[src/rtl/ws2812b_byte_transmitter.sv]
`timescale 1ns/1ps
// WS2812B byte transmitter: sends bytes MSB first as T0H/T1H-cycle high pulses in TBIT-cycle
// slots, and inserts a TRESET-cycle low latch period on request between frames.
module ws2812b_byte_transmitter #(
    parameter int T0H    = 26,
    parameter int T1H    = 51,
    parameter int TBIT   = 80,
    parameter int TRESET = 3200
) (
    input  logic       clk,
    input  logic       reset,
    input  logic       byte_valid,
    input  logic [7:0] byte_data,
    output logic       byte_ready,
    input  logic       latch_req,
    output logic       busy,
    output logic       latch_done,
    output logic       dout
);

    localparam logic [11:0] T0H_C       = 12'(T0H);
    localparam logic [11:0] T1H_C       = 12'(T1H);
    localparam logic [11:0] TBIT_LAST   = 12'(TBIT - 1);
    localparam logic [11:0] TRESET_LAST = 12'(TRESET - 1);

    typedef enum logic [1:0] {IDLE, BIT, LATCH} state_t;

    state_t      state_q, state_d;
    logic [11:0] cnt_q, cnt_d;
    logic [2:0]  bitIdx_q, bitIdx_d;
    logic [7:0]  shift_q, shift_d;
    logic        latchPending_q, latchPending_d;
    logic        dout_q, dout_d;
    logic        latchDone_q, latchDone_d;
    logic        lastBitEnd;
    logic        accept;

    // A new byte may follow the final bit cycle directly, which gives seamless streaming.
    assign lastBitEnd = (state_q == BIT) && (bitIdx_q == 3'd7) && (cnt_q == TBIT_LAST);
    assign byte_ready = !reset && ((state_q == IDLE) || lastBitEnd) && !latchPending_q && !latch_req;
    assign accept     = byte_valid && byte_ready;
    assign busy       = (state_q != IDLE);
    assign latch_done = latchDone_q;
    assign dout       = dout_q;

    always_ff @(posedge clk or posedge reset) begin
        if (reset) begin
            state_q        <= IDLE;
            cnt_q          <= '0;
            bitIdx_q       <= '0;
            shift_q        <= '0;
            latchPending_q <= 1'b0;
            dout_q         <= 1'b0;
            latchDone_q    <= 1'b0;
        end else begin
            state_q        <= state_d;
            cnt_q          <= cnt_d;
            bitIdx_q       <= bitIdx_d;
            shift_q        <= shift_d;
            latchPending_q <= latchPending_d;
            dout_q         <= dout_d;
            latchDone_q    <= latchDone_d;
        end
    end

    always_comb begin
        state_d        = state_q;
        cnt_d          = cnt_q;
        bitIdx_d       = bitIdx_q;
        shift_d        = shift_q;
        latchPending_d = latchPending_q;
        latchDone_d    = 1'b0;

        if (latch_req && (state_q != LATCH)) latchPending_d = 1'b1;

        case (state_q)
            IDLE: begin
                if (latch_req || latchPending_q) begin
                    state_d        = LATCH;
                    cnt_d          = '0;
                    latchPending_d = 1'b0;
                end else if (accept) begin
                    state_d  = BIT;
                    cnt_d    = '0;
                    bitIdx_d = '0;
                    shift_d  = byte_data;
                end
            end
            BIT: begin
                if (accept) begin
                    state_d  = BIT;
                    cnt_d    = '0;
                    bitIdx_d = '0;
                    shift_d  = byte_data;
                end else if (cnt_q == TBIT_LAST) begin
                    cnt_d = '0;
                    if (bitIdx_q == 3'd7) begin
                        if (latchPending_q) begin
                            state_d        = LATCH;
                            latchPending_d = 1'b0;
                        end else begin
                            state_d = IDLE;
                        end
                    end else begin
                        bitIdx_d = bitIdx_q + 3'd1;
                        shift_d  = {shift_q[6:0], 1'b0};
                    end
                end else begin
                    cnt_d = cnt_q + 12'd1;
                end
            end
            LATCH: begin
                if (cnt_q == TRESET_LAST) begin
                    state_d     = IDLE;
                    cnt_d       = '0;
                    latchDone_d = 1'b1;
                end else begin
                    cnt_d = cnt_q + 12'd1;
                end
            end
            default: begin
                state_d = IDLE;
                cnt_d   = '0;
            end
        endcase

        // dout is registered from the next-state slot position, so the line never glitches.
        dout_d = (state_d == BIT) && (cnt_d < (shift_d[7] ? T1H_C : T0H_C));
    end

endmodule

[config.mk]
export PLATFORM = sky130hd
export DESIGN_NAME = ws2812b_byte_transmitter
export DESIGN_NICKNAME = d
export VERILOG_FILES = /design/src/rtl/ws2812b_byte_transmitter.sv
export SDC_FILE = /design/constraint.sdc
export NUM_CORES = 1
export LEC_CHECK = 0
export BUFFER_PORTS_ARGS = -buffer_cell sky130_fd_sc_hd__buf_2
export CAP_MARGIN = 20
export CORE_MARGIN = 10
export CORE_UTILIZATION = 58
export DETAILED_ROUTE_END_ITERATION = 7
export PLACE_DENSITY = 0.78
export SLEW_MARGIN = 20
export SYNTH_ARGS = -nofsm -noshare
export SYNTH_HDL_FRONTEND = slang
export SYNTH_SLANG_ARGS = --single-unit
export TNS_END_PERCENT = 5
[constraint.sdc]
create_clock -name clk -period 3.75 [get_ports clk]
set_input_delay 0.1875 -clock clk [delete_from_list [all_inputs] [get_ports clk]]
set_output_delay 0.1875 -clock clk [all_outputs]
set_load 0.01 [all_outputs]
After elaboration in Yosys (flattened, before gate mapping)
Cells that the tools add are included.
{"block": "word_totals", "register_bits": 28, "latch_bits": 0, "ramBits": 0, "mem_bits_ro": 0, "input_bits": 12, "wordCells": 75, "mem_count": 0}
{"block": "op_classes", "addsub": 2, "n_mul": 0, "div": 0, "n_lt_le_gt_ge": 1, "n_eq_ne": 11, "shifts": 0, "mux": 36, "bitwise": 0, "n_reduce_logical": 17}
{"cell": "$mux W12", "n": 5}
{"cell": "$mux W8", "n": 5}
{"cell": "$pmux W12 S3", "n": 1}
{"cell": "$pmux W8 S2", "n": 1}
{"cell": "$mux W3", "n": 5}
{"cell": "$mux W2", "n": 7}
{"cell": "$add A12 B1 Y12 const B", "n": 1}
{"cell": "$eq A12 B12 Y1 const B", "n": 1}
{"cell": "$eq A12 B7 Y1 const B", "n": 1}
{"cell": "$lt A12 B6 Y1", "n": 1}
{"cell": "$logic_and A1 B1 Y1", "n": 8}
{"cell": "$mux W1", "n": 8}
{"cell": "$mux W6", "n": 1}
{"cell": "$ne A2 B2 Y1 const B", "n": 3}
{"cell": "$pmux W2 S3", "n": 1}
{"cell": "$pmux W3 S2", "n": 1}
{"cell": "$reduce_and A5 Y1", "n": 1}
{"cell": "$eq A2 B1 Y1 const B", "n": 2}
{"cell": "$reduce_bool A2 Y1", "n": 2}
{"cell": "$add A3 B1 Y3 const B", "n": 1}
{"cell": "$eq A3 B3 Y1 const B", "n": 1}
{"cell": "$logic_not A1 Y1", "n": 3}
{"cell": "$ne A3 B2 Y1 const B", "n": 1}
{"cell": "$ne A3 B3 Y1 const B", "n": 1}
{"cell": "other kinds (4)", "n": 5}

Depth between registers and ports, before layout
Gate-level depths: netlist of run 1.
{"block": "logic_depth", "ltp_word": 14, "depth_mapped": 12, "depth_no_buf": 12}

Worst setup path after synthesis of run 1
Ideal clock, no wire load.
{"block": "synth_timing", "kind": "register to register", "startpoint": "register cnt_q[7]", "endpoint": "register dout_q, in the netlist dout", "setup_time_ps": 87, "t_arrival_ps": 3211, "setup_slack_ps": 452, "stages_incl_launch_ff": 13, "path_buffers": 1, "synth_period_minus_slack_ps": 3298, "cell_sequence": "dfrtp_1 or4b_1 buf_2 or4_4 a21oi_1 o21ai_0 nand2_1 o21ai_0 ha_1 a211o_1 a211oi_1 o2111ai_1 a211oi_2"}
{"block": "synth_via", "word_cells_on_any_way": 30, "cone_classes": "add/sub: 1; order compare: 1; eq/ne: 3; mux: 18; reduce/logical: 7"}
{"element": "from (decl)", "line": "29", "source": "logic [11:0] cnt_q, cnt_d;"}
{"element": "from (signal assigned)", "line": "57", "source": "cnt_q <= cnt_d;"}
{"element": "$eq A12 B7 Y1", "line": "39, 95"}
{"element": "$logic_and A1 B1 Y1", "line": "39", "source": "assign lastBitEnd = (state_q == BIT) && (bitIdx_q == 3'd7) && (cnt_q == TBIT_LAST);"}
{"element": "$logic_or A1 B1 Y1", "line": "40", "source": "assign byte_ready = !reset && ((state_q == IDLE) || lastBitEnd) && !latchPending_q && !latch_req;"}
{"element": "$logic_and A1 B1 Y1 (3 in series)", "line": "40"}
{"element": "$logic_and A1 B1 Y1", "line": "41", "source": "assign accept = byte_valid && byte_ready;"}
{"element": "$mux W12", "line": "82", "source": "end else if (accept) begin"}
{"element": "$mux W12", "line": "78", "source": "if (latch_req || latchPending_q) begin"}
{"element": "$pmux W12 S3 (*)", "line": "76", "source": "case (state_q)"}
{"element": "via cnt_d[5]", "line": "29"}
{"element": "$lt A12 B6 Y1 (*)", "line": "128", "source": "dout_d = (state_d == BIT) && (cnt_d < (shift_d[7] ? T1H_C : T0H_C));"}
{"element": "$logic_and A1 B1 Y1 (*)", "line": "128"}
{"element": "via dout_d", "line": "33", "source": "logic dout_q, dout_d;"}
{"element": "to (signal assigned)", "line": "61", "source": "dout_q <= dout_d;"}
{"element": "to (decl)", "line": "33"}
Mark *: on every way through the listed nets, which the timed path passes. The rest lies on a longest branch. The select of a mux whose other input is x is not followed.
A chain may end at the register's enable or synchronous reset.

Final worst setup path of run 1
{"block": "layout_timing", "startpoint": "register cnt_q[9]", "endpoint": "register dout_q, in the netlist dout"}
The elaborated chain is that of the path after synthesis.

==> flow_summary.ini, run 1 <==
[outcome]
status = completed

[setup_path]
critPathKind = flop to flop
cp_top_family = simple AND/OR/NAND/NOR gates
cp_slowest_stage_delay_ns = 0.64
cp.arrival_ns = 3.76
slowest_stage = or4b_1
endpoint_kind = flop
cp-start-kind = flop
worst-path-max-fanout = 11
crit_top_cell = o21ai_0
worstPathCellList = or4b_1 > or4_4 > a21oi_2 > o21ai_0 > nand2_1 > o21ai_0 > ha_1 > a211o_1 > a211oi_1 > o2111ai_1 > a211oi_2
critPathBufInv = 0
required_ns = 4.01

[layout]
synthToLayoutAreaGrowth_pct = 11.3
nFillCells = 238
drive_gt1_frac = 0.149
multi_input_area_um2 = 902
diodes = 0
nNetsFinal = 226
regArea_um2 = 701
final_cell_area_um2 = 1850

[pwr]
p_leak_nw = 0.811
p_clk_frac = 0.184
powerDensity_nw_per_um2 = 588
p_comb_frac = 0.367
switching_share = 0.393
p_int_w = 0.000660
irDropWorstVdd_mv = 0.508
p_switching_w = 0.000428
p_seq_frac = 0.449
p_total_w = 0.00109

[sta]
worst_slew_pin_slew_ns = 0.729
setup_ws_ns = 0.244
setup_tns_ns = 0
hold_viol_final = 0
report.final.slew_viol_count = 0
fin_skew_ns = 0.0106
rsz0062_at_grt = false
setup_violations = 0
min_period_ns = 3.51
maxSlewHeadroom = 0.511
max_freq_mhz = 285
fin_crit_sh = 0.935

[drt]
dr.pass1.iters = 4
wl_met3_um = 387
wire_per_inst_um = 18.7
vias = 1605
route.met2.wl_mm = 2.00
drt_iter0_drc = 93
drc = 0
viasPerCell = 6.72
wl_met1_mm = 1.97
ant_nets = 0
finalWirelength_mm = 4.47
top_layer_used = met4

[cts]
cts_root_buf = clkbuf_4
htreeDepth = 1
numClockSinks = 28
post-cts-setup-buffers = 0
cts_tree = built
cts_inserted_buffers = 3
worstSkewPairLatency_ns = 0.34
cts.path.max_buffers = 2
clk_pin_slew_worst_paths_ns = 0.16

[floorplanning]
start_util = 0.603
rows = 19
coreArea_um2 = 2760
io_pins = 16
dieHeight_um = 73.6
die_w_um = 73.6
dieArea_um2 = 5410

[synth]
syn-mean-instance-area_um2 = 8.67
synth_cells = 192
synthesis.nets = 209
synth_top_area_frac = 0.421
synthFlopType = dfrtp_1
synthArstFlopShare = 1.00
yosys.cell_types.count = 51
synth_edf_count = 0
yosysTopAreaCell = dfrtp_1
ys_ff_latch = 28
yosys_warnings = 0
ys_seq_area_frac = 0.421
ys_top_cells_by_area = dfrtp_1 42%, nand2_1 8.1%, o21ai_0 5.1%
netlist_area_um2 = 1660

[run]
maxCapViolCount = 0

[placed_design]
dpl-instance-area_um2 = 1760
post-place-ws_ns = 0.229
post-dp-hpwl_mm = 3.24
port_buffers = 15
routabilityCongestion = 0.985

[global_route]
antenna_found_initial = 0
grt_overflow = 0
grt_max_degree = 29
grt_util_all_layers = 0.160
grt_pass1_vias = 1433
grt_pass1_wl_mm = 6.94

[hold_path]
hp-class = input pin to flop
==> Yosys cell counts (all sizes together) (2+ instances only) <==
cell	number
nor3	3
nand2	36
nand2b	3
clkbuf	4
nand4	3
and3	2
a21o	2
o22ai	2
o31ai	2
a22oi	6
a31oi	5
a211oi	3
a22o	3
nor3b	2
nand3	10
xnor2	2
ha	5
nor2	10
dfrtp	28
buf	4
nor4	2
or3	3
o21ai	18
or4	2
inv	6
a211o	3
and2	2
a21oi	6
==> cells in the final DEF, fill, tap and decap left out, types with 2 or more instances in the layout <==
cell type   n
ha_1        5
nand4_1     3
a211oi_1    2
inv_1       5
nand3_1    10
a211o_1     3
nor4_1      2
clkbuf_4    3
nand2_1    36
and3_1      2
a31oi_1     5
nor3_1      3
o21ai_0    17
a21oi_1     5
a22o_1      3
a22oi_1     6
buf_2      15
buf_4       3
a21o_1      2
o22ai_1     2
xnor2_1     2
nand2b_1    3
dfrtp_1    28
nor2_1     10
nor3b_1     2
or3_1       2
o31ai_1     2
==> power groups by stage <==
stage | sequential [W] | combinational [W] | clock [W]
finish | 0.000488 | 0.000400 | 0.000200
global route | 0.000497 | 0.000449 | 0.000215
CTS | 0.000481 | 0.000383 | 0.000203
detailed placement | 0.000487 | 0.000378 | 0
global placement | 0.000482 | 0.000374 | 0
floorplan | 0.000452 | 0.000290 | 0
==> layer usage <==
layer  vias up  track usage
li1        747            -
met1       740        0.216
met2        96        0.241
met3        22       0.0350
met4         0       0.0663
met5         -            0
==> final timing paths <==
path / start / endpoint / slack, ns / cells after the start
min in group asynchronous: reset / bitIdx_q[2] / 0.35 / 3
worst min register to register: shift_q[4] / shift_q[4] / 0.49 / 2
worst min-delay path: byte_data[0] / shift_q[0] / 0.06 / 3
worst max-delay path: cnt_q[9] / dout / 0.24 / 11
max in group asynchronous: reset / cnt_q[8] / 3.00 / 4
worst max register to register: cnt_q[9] / dout / 0.24 / 11
==> per-stage QoR <==
stage / hold WS (ns) / std cells / util
after global placement: 0.413 / 233 / 0.637
after floorplan: 0.253 / 192 / -
final: 0.0641 / 239 / 0.672
after CTS: 0.0589 / 237 / 0.657
after global routing: 0.0584 / 239 / 0.672
after detailed placement: 0.418 / 233 / 0.637
==> cell families after synthesis <==
| logic type | synth area share |
|---|---|
| adders and majority gates | 0.0376 |
| AOI/OAI and AO/OA | 0.235 |
| xor gates and xnor gates | 0.0158 |
| and+or+nand+nor | 0.251 |
| buffers and inverters | 0.0391 |
| DFF | 0.421 |
==> worst min-delay path: stages <==
cell	delay (ns)
buf_2	0.07
nand2_1	0.03
o21ai_0	0.08
==> final cells by class <==
| class | count | area share |
|---|---|---|
| Clock buffer | 3 | 0.0122 |
| Sequential cell | 28 | 0.378 |
| Timing Repair Buffer | 20 | 0.0730 |
| Tap cell | 31 | 0.0209 |
| Clock inverter | 1 | 0.0162 |
| Inverter | 6 | 0.0122 |
| Multi-Input combinational cell | 150 | 0.487 |
==> sequential cells by signal, summed over array words and instances (netlist names) <==
register	cells
cnt_q	12
shift_q	8
bitIdx_q	3
state_q	2
dout	1
latchPending_q	1
latch_done	1
==> repair_timing <==
action                                  in CTS  in global routing
endpoints found under the setup margin       0                  1
hold buffers                                 0                  1
resized for setup                            0                  1
endpoints found under the hold margin        0                 10
(Power assumes the default switching activity.)
==> inputs of run 2 (changes only) <==
--- a/config.mk
+++ b/config.mk
@@ -8,9 +8,10 @@
 export BUFFER_PORTS_ARGS = -buffer_cell sky130_fd_sc_hd__buf_2
 export CAP_MARGIN = 20
 export CORE_MARGIN = 10
-export CORE_UTILIZATION = 58
+export CORE_UTILIZATION = 61
+export CTS_BUF_LIST = sky130_fd_sc_hd__clkbuf_8
 export DETAILED_ROUTE_END_ITERATION = 7
-export PLACE_DENSITY = 0.78
+export PLACE_DENSITY = 0.82
 export SLEW_MARGIN = 20
 export SYNTH_ARGS = -nofsm -noshare
 export SYNTH_HDL_FRONTEND = slang
==> run 2 against run 1 <==
Cell count fell by 0.84%. First-iteration DRC count is 24% higher. Sequential power decreased by 1%. Largest cell class unchanged.
==> flow_summary.ini, run 2 (synthesized netlist as in run 1, its figures left out) <==
[drt]
dr.pass1.iters = 4
vias = 1559
finalWirelength_mm = 4.11
viasPerCell = 6.58
drt_iter0_drc = 115
wire_per_inst_um = 17.3
ant_nets = 0
drc = 0

[cts]
clk_pin_slew_worst_paths_ns = 0.09
cts_root_buf = clkbuf_8
cts_tree = built
htreeDepth = 1
cts.path.max_buffers = 2
numClockSinks = 28
worstSkewPairLatency_ns = 0.27
cts_inserted_buffers = 3

[global_route]
grt_pass1_wl_mm = 6.58
grt_pass1_vias = 1366
grt_max_degree = 29
grt_util_all_layers = 0.154
grt_use_met3 = 0.0463
grt.met2_usage = 0.226
gr-max-usage-layer = met2
antenna_found_initial = 0
grt_overflow = 0
grt_util_met1 = 0.209

[placed_design]
port_buffers = 15
routabilityCongestion = 0.904
post-dp-hpwl_mm = 3.10
dpl-instance-area_um2 = 1750
post-place-ws_ns = 0.271

[sta]
min_period_ns = 3.49
max_freq_mhz = 287
rsz0062_at_grt = false
setup_ws_ns = 0.261
report.final.slew_viol_count = 0
setup_violations = 0
maxSlewHeadroom = 0.524
hold_viol_final = 0
setup_tns_ns = 0
worst_slew_pin_slew_ns = 0.710
fin_skew_ns = 0.00171
fin_crit_sh = 0.930

[setup_path]
required_ns = 3.95
critPathKind = flop to flop
critPathBufInv = 0
worstPathCellList = or4b_1 > or4_4 > a21oi_2 > o21ai_0 > nand2_1 > o21ai_0 > ha_1 > a211o_1 > a211oi_1 > o2111ai_1 > a211oi_2
regToRegSetupSlack_ns = 0.26
cp_slowest_stage_delay_ns = 0.61
endpoint_kind = flop
cp-start-kind = flop
cp_top_family = compound AO/OA/AOI/OAI gates
worst-path-max-fanout = 11
cp.arrival_ns = 3.69
reg2reg_depth = 11
rr_startpoint = cnt_q[9]
slowest_stage = or4b_1
worst_r2r_endpoint = dout
crit_top_cell = o21ai_0

[pwr]
p_total_w = 0.00112
p_leak_nw = 0.812
irDropWorstVdd_mv = 0.562
powerDensity_nw_per_um2 = 600

[layout]
final_common_cell = nand2_1
layout_common_cells = 36 x nand2_1, 28 x dfrtp_1, 17 x o21ai_0
final_cell_area_um2 = 1860
nNetsFinal = 225
top_regs = cnt_q (12), shift_q (8), bitIdx_q (3)
fin_util = 0.732
largest_register = cnt_q
drive_gt1_frac = 0.145
synthToLayoutAreaGrowth_pct = 11.9
largest_reg_flops = 12
diodes = 0

[run]
maxCapViolCount = 0

[floorplanning]
coreArea_um2 = 2540
dieArea_um2 = 5220
io_pins = 16
rows = 18
die_w_um = 72.2
start_util = 0.654
dieHeight_um = 72.2

[hold_path]
worstHoldEndpoint = shift_q[0]
hp-class = input pin to flop
hold-path-cell-count = 3
hp-start = byte_data[0]

[outcome]
status = completed
## run 2: cell types whose count changed in the layout (fill, tap and decap cells not counted)
cell,before,now
clkbuf_8,0,3
clkbuf_4,3,0
buf_4,3,2
## run 2: layer usage
metal	wire, um	part of all wire
met1	1780	0.43
met2	1890	0.46
met3	378	0.092
met4	63	0.015
met5	0	0
## run 2: power by group
part	total, W	leakage, nW	switching, W	internal [W]
Clock	0.000236	0.0357	0.0000936	0.000143
Combinational	0.000399	0.416	0.000240	0.000159
Sequential	0.000481	0.361	0.0000870	0.000394
## run 2: metrics by stage
step / hold WS, ns / instances
2_1_floorplan: 0.253 / 192
3_3_place_gp: 0.396 / 231
3_5_place_dp: 0.397 / 231
4_1_cts: 0.136 / 235
5_1_grt: 0.146 / 237
6_report: 0.133 / 237
## run 2: timing repair
| item | 4_1_cts | 5_1_grt |
|---|---|---|
| hold buffers | 0 | 1 |
| resized for setup | 0 | 1 |
| endpoints found under the hold margin | 0 | 8 |
| endpoints found under the setup margin | 0 | 1 |
| setup buffers | 0 | 0 |
## run 2: layout make-up
cell class              instances  area, um^2
well taps                      30        37.5
fillers                       205         683
repair buffers                 19         128
multi-input cells             150         902
inverters                       6        22.5
clock buffers                   3        41.3
flip-flops and latches         28         701
clock inverters                 1        30.0
## run 2: tightest hold or removal path, stage by stage
cell and delay [ns]:
buf_2 0.07, nand2_1 0.04, o21ai_0 0.07
## run 2: worst max path at each step
stage | start | endpoint | slack (ns) | depth (start not counted)
6_report | cnt_q[9] | dout | 0.26 | 11
5_1_grt | cnt_q[9] | dout | 0.07 | 11
4_1_cts | cnt_q[9] | dout | 0.23 | 11
3_5_place_dp | cnt_q[9] | dout | 0.27 | 11
3_3_place_gp | cnt_q[9] | dout | 0.43 | 11
2_1_floorplan | cnt_q[7] | dout | 0.45 | 12
==> inputs of run 3 (changes only) <==
--- a/config.mk
+++ b/config.mk
@@ -7,7 +7,6 @@
 export LEC_CHECK = 0
 export BUFFER_PORTS_ARGS = -buffer_cell sky130_fd_sc_hd__buf_2
 export CAP_MARGIN = 20
-export CORE_MARGIN = 10
 export CORE_UTILIZATION = 61
 export CTS_BUF_LIST = sky130_fd_sc_hd__clkbuf_8
 export DETAILED_ROUTE_END_ITERATION = 7
==> run 3 against run 2 <==
The run now ends with hold timing left. Clock skew about the same. Core utilization is 0.98 points lower. Register-to-register slack improved by 0.06 ns. Cell count down 0.84%. Via count decreased by 1.9%. Sequential share of layout area increased by 0.85 points. Wire length is 6.3% lower. Maximum frequency up 1.8%. Largest cell class unchanged. Highest routed layer unchanged.
==> flow_summary.ini, run 3 (synthesized netlist as in run 1, its figures left out) <==
[setup_path]
reg2reg_depth = 11
worst-path-max-fanout = 11
endpoint_kind = flop
required_ns = 3.95
regToRegSetupSlack_ns = 0.32
critPathKind = flop to flop
cp-start-kind = flop
cp.arrival_ns = 3.63

[sta]
hold_viol_final = 28
setup_violations = 0
fin_skew_ns = 0.00180
worst_slew_pin_slew_ns = 0.654
rsz0062_at_grt = false
min_period_ns = 3.43
report.final.slew_viol_count = 0
max_freq_mhz = 292
setup_ws_ns = 0.322
hold_slack_ns = -0.0259
maxSlewHeadroom = 0.561
fin_crit_sh = 0.914
setup_tns_ns = 0

[cts]
clk_pin_slew_worst_paths_ns = 0.10
cts_resized = 0
cts.path.max_buffers = 2
cts_tree = built
cts_root_buf = clkbuf_8
htreeDepth = 1
cts_inserted_buffers = 3
post-cts-setup-buffers = 0
worstSkewPairLatency_ns = 0.28
holdBufCountCts = 0
numClockSinks = 28

[layout]
largest_reg_flops = 12
layout_common_cells = 36 x nand2_1, 28 x dfrtp_1, 17 x o21ai_0
top_regs = cnt_q (12), shift_q (8), bitIdx_q (3)
fin_cells = 235
synthToLayoutAreaGrowth_pct = 9.40
largest_register = cnt_q
final_common_cell = nand2_1
nNetsFinal = 223
diodes = 0
drive_gt1_frac = 0.141

[drt]
wire_per_inst_um = 16.4
finalWirelength_mm = 3.85
vias = 1530
viasPerCell = 6.51
drc = 0
ant_nets = 0
drt_iter0_drc = 79
dr.pass1.iters = 5

[pwr]
irDropWorstVdd_mv = 0.473
p_leak_nw = 0.799
powerDensity_nw_per_um2 = 606
p_total_w = 0.00110

[global_route]
antenna_found_initial = 0
grt_pass1_vias = 1314
grt_overflow = 0
grt_pass1_wl_mm = 6.01
grt_util_all_layers = 0.291
grt_max_degree = 29

[floorplanning]
start_util = 0.660
dieHeight_um = 54.2
rows = 18
die_w_um = 54.2
coreArea_um2 = 2520
dieArea_um2 = 2940
io_pins = 16

[outcome]
status = finished with violations
violations = hold timing

[placed_design]
post-place-ws_ns = 0.363
dp_cells = 231
routabilityCongestion = 0.915
port_buffers = 15
post-dp-hpwl_mm = 2.93

[run]
maxCapViolCount = 0

[hold_path]
hp-class = input pin to asynchronous set/reset pin
==> run 3: cell count changes in the layout (fill, tap and decap cells not counted) <==
cell	change
dlygate4sd3_1	-1
buf_16	-1
clkinv_1	-1
a21oi_2	-1
inv_2	+1
a21oi_1	+1
==> run 3: layout make-up <==
cell class	count	area [um^2]
well taps	30	37.5
clock buffers	3	41.3
repair buffers	17	90.1
multi-input cells	150	898
inverters	6	22.5
fillers	192	702
clock inverters	1	30.0
flip-flops and latches	28	701
==> run 3: worst paths after layout <==
| kind | startpoint | to |
|---|---|---|
| min in group clk | byte_data[0] | shift_q[0] |
| max in group asynchronous | reset | cnt_q[0] |
| min reg2reg | shift_q[5] | shift_q[5] |
| max reg2reg | cnt_q[9] | dout |
| max | cnt_q[9] | dout |
| min | reset | state_q[0] |
==> run 3: metrics by stage <==
stage	instance area (um^2)	util
floorplan	1660	-
global placement	1750	0.693
detailed placement	1750	0.693
CTS	1820	0.722
global route	1820	0.722
finish	1820	0.722
==> run 3: critical path, cell delays in order (launching register included) <==
cell and delay (ns):
dfrtp_1 0.50, or4b_1 0.63, or4_4 0.60, a21oi_1 0.22
o21ai_0 0.12, nand2_1 0.08, o21ai_0 0.10, ha_1 0.22
a211o_1 0.22, a211oi_1 0.27, o2111ai_1 0.17, a211oi_2 0.21
==> run 3: where the power goes <==
group	total [W]	internal, W	switching (W)
clock	0.000238	0.000143	0.0000955
combinational	0.000386	0.000155	0.000231
sequential	0.000478	0.000394	0.0000849
total	0.00110	0.000692	0.000411
==> run 3: routing by layer <==
metal | GRT usage | share of wire | wire [um]
met5 | 0 | 0 | 0
met4 | 0.128 | 0.016 | 62
met3 | 0.0583 | 0.049 | 187
met2 | 0.435 | 0.46 | 1770
met1 | 0.406 | 0.48 | 1830
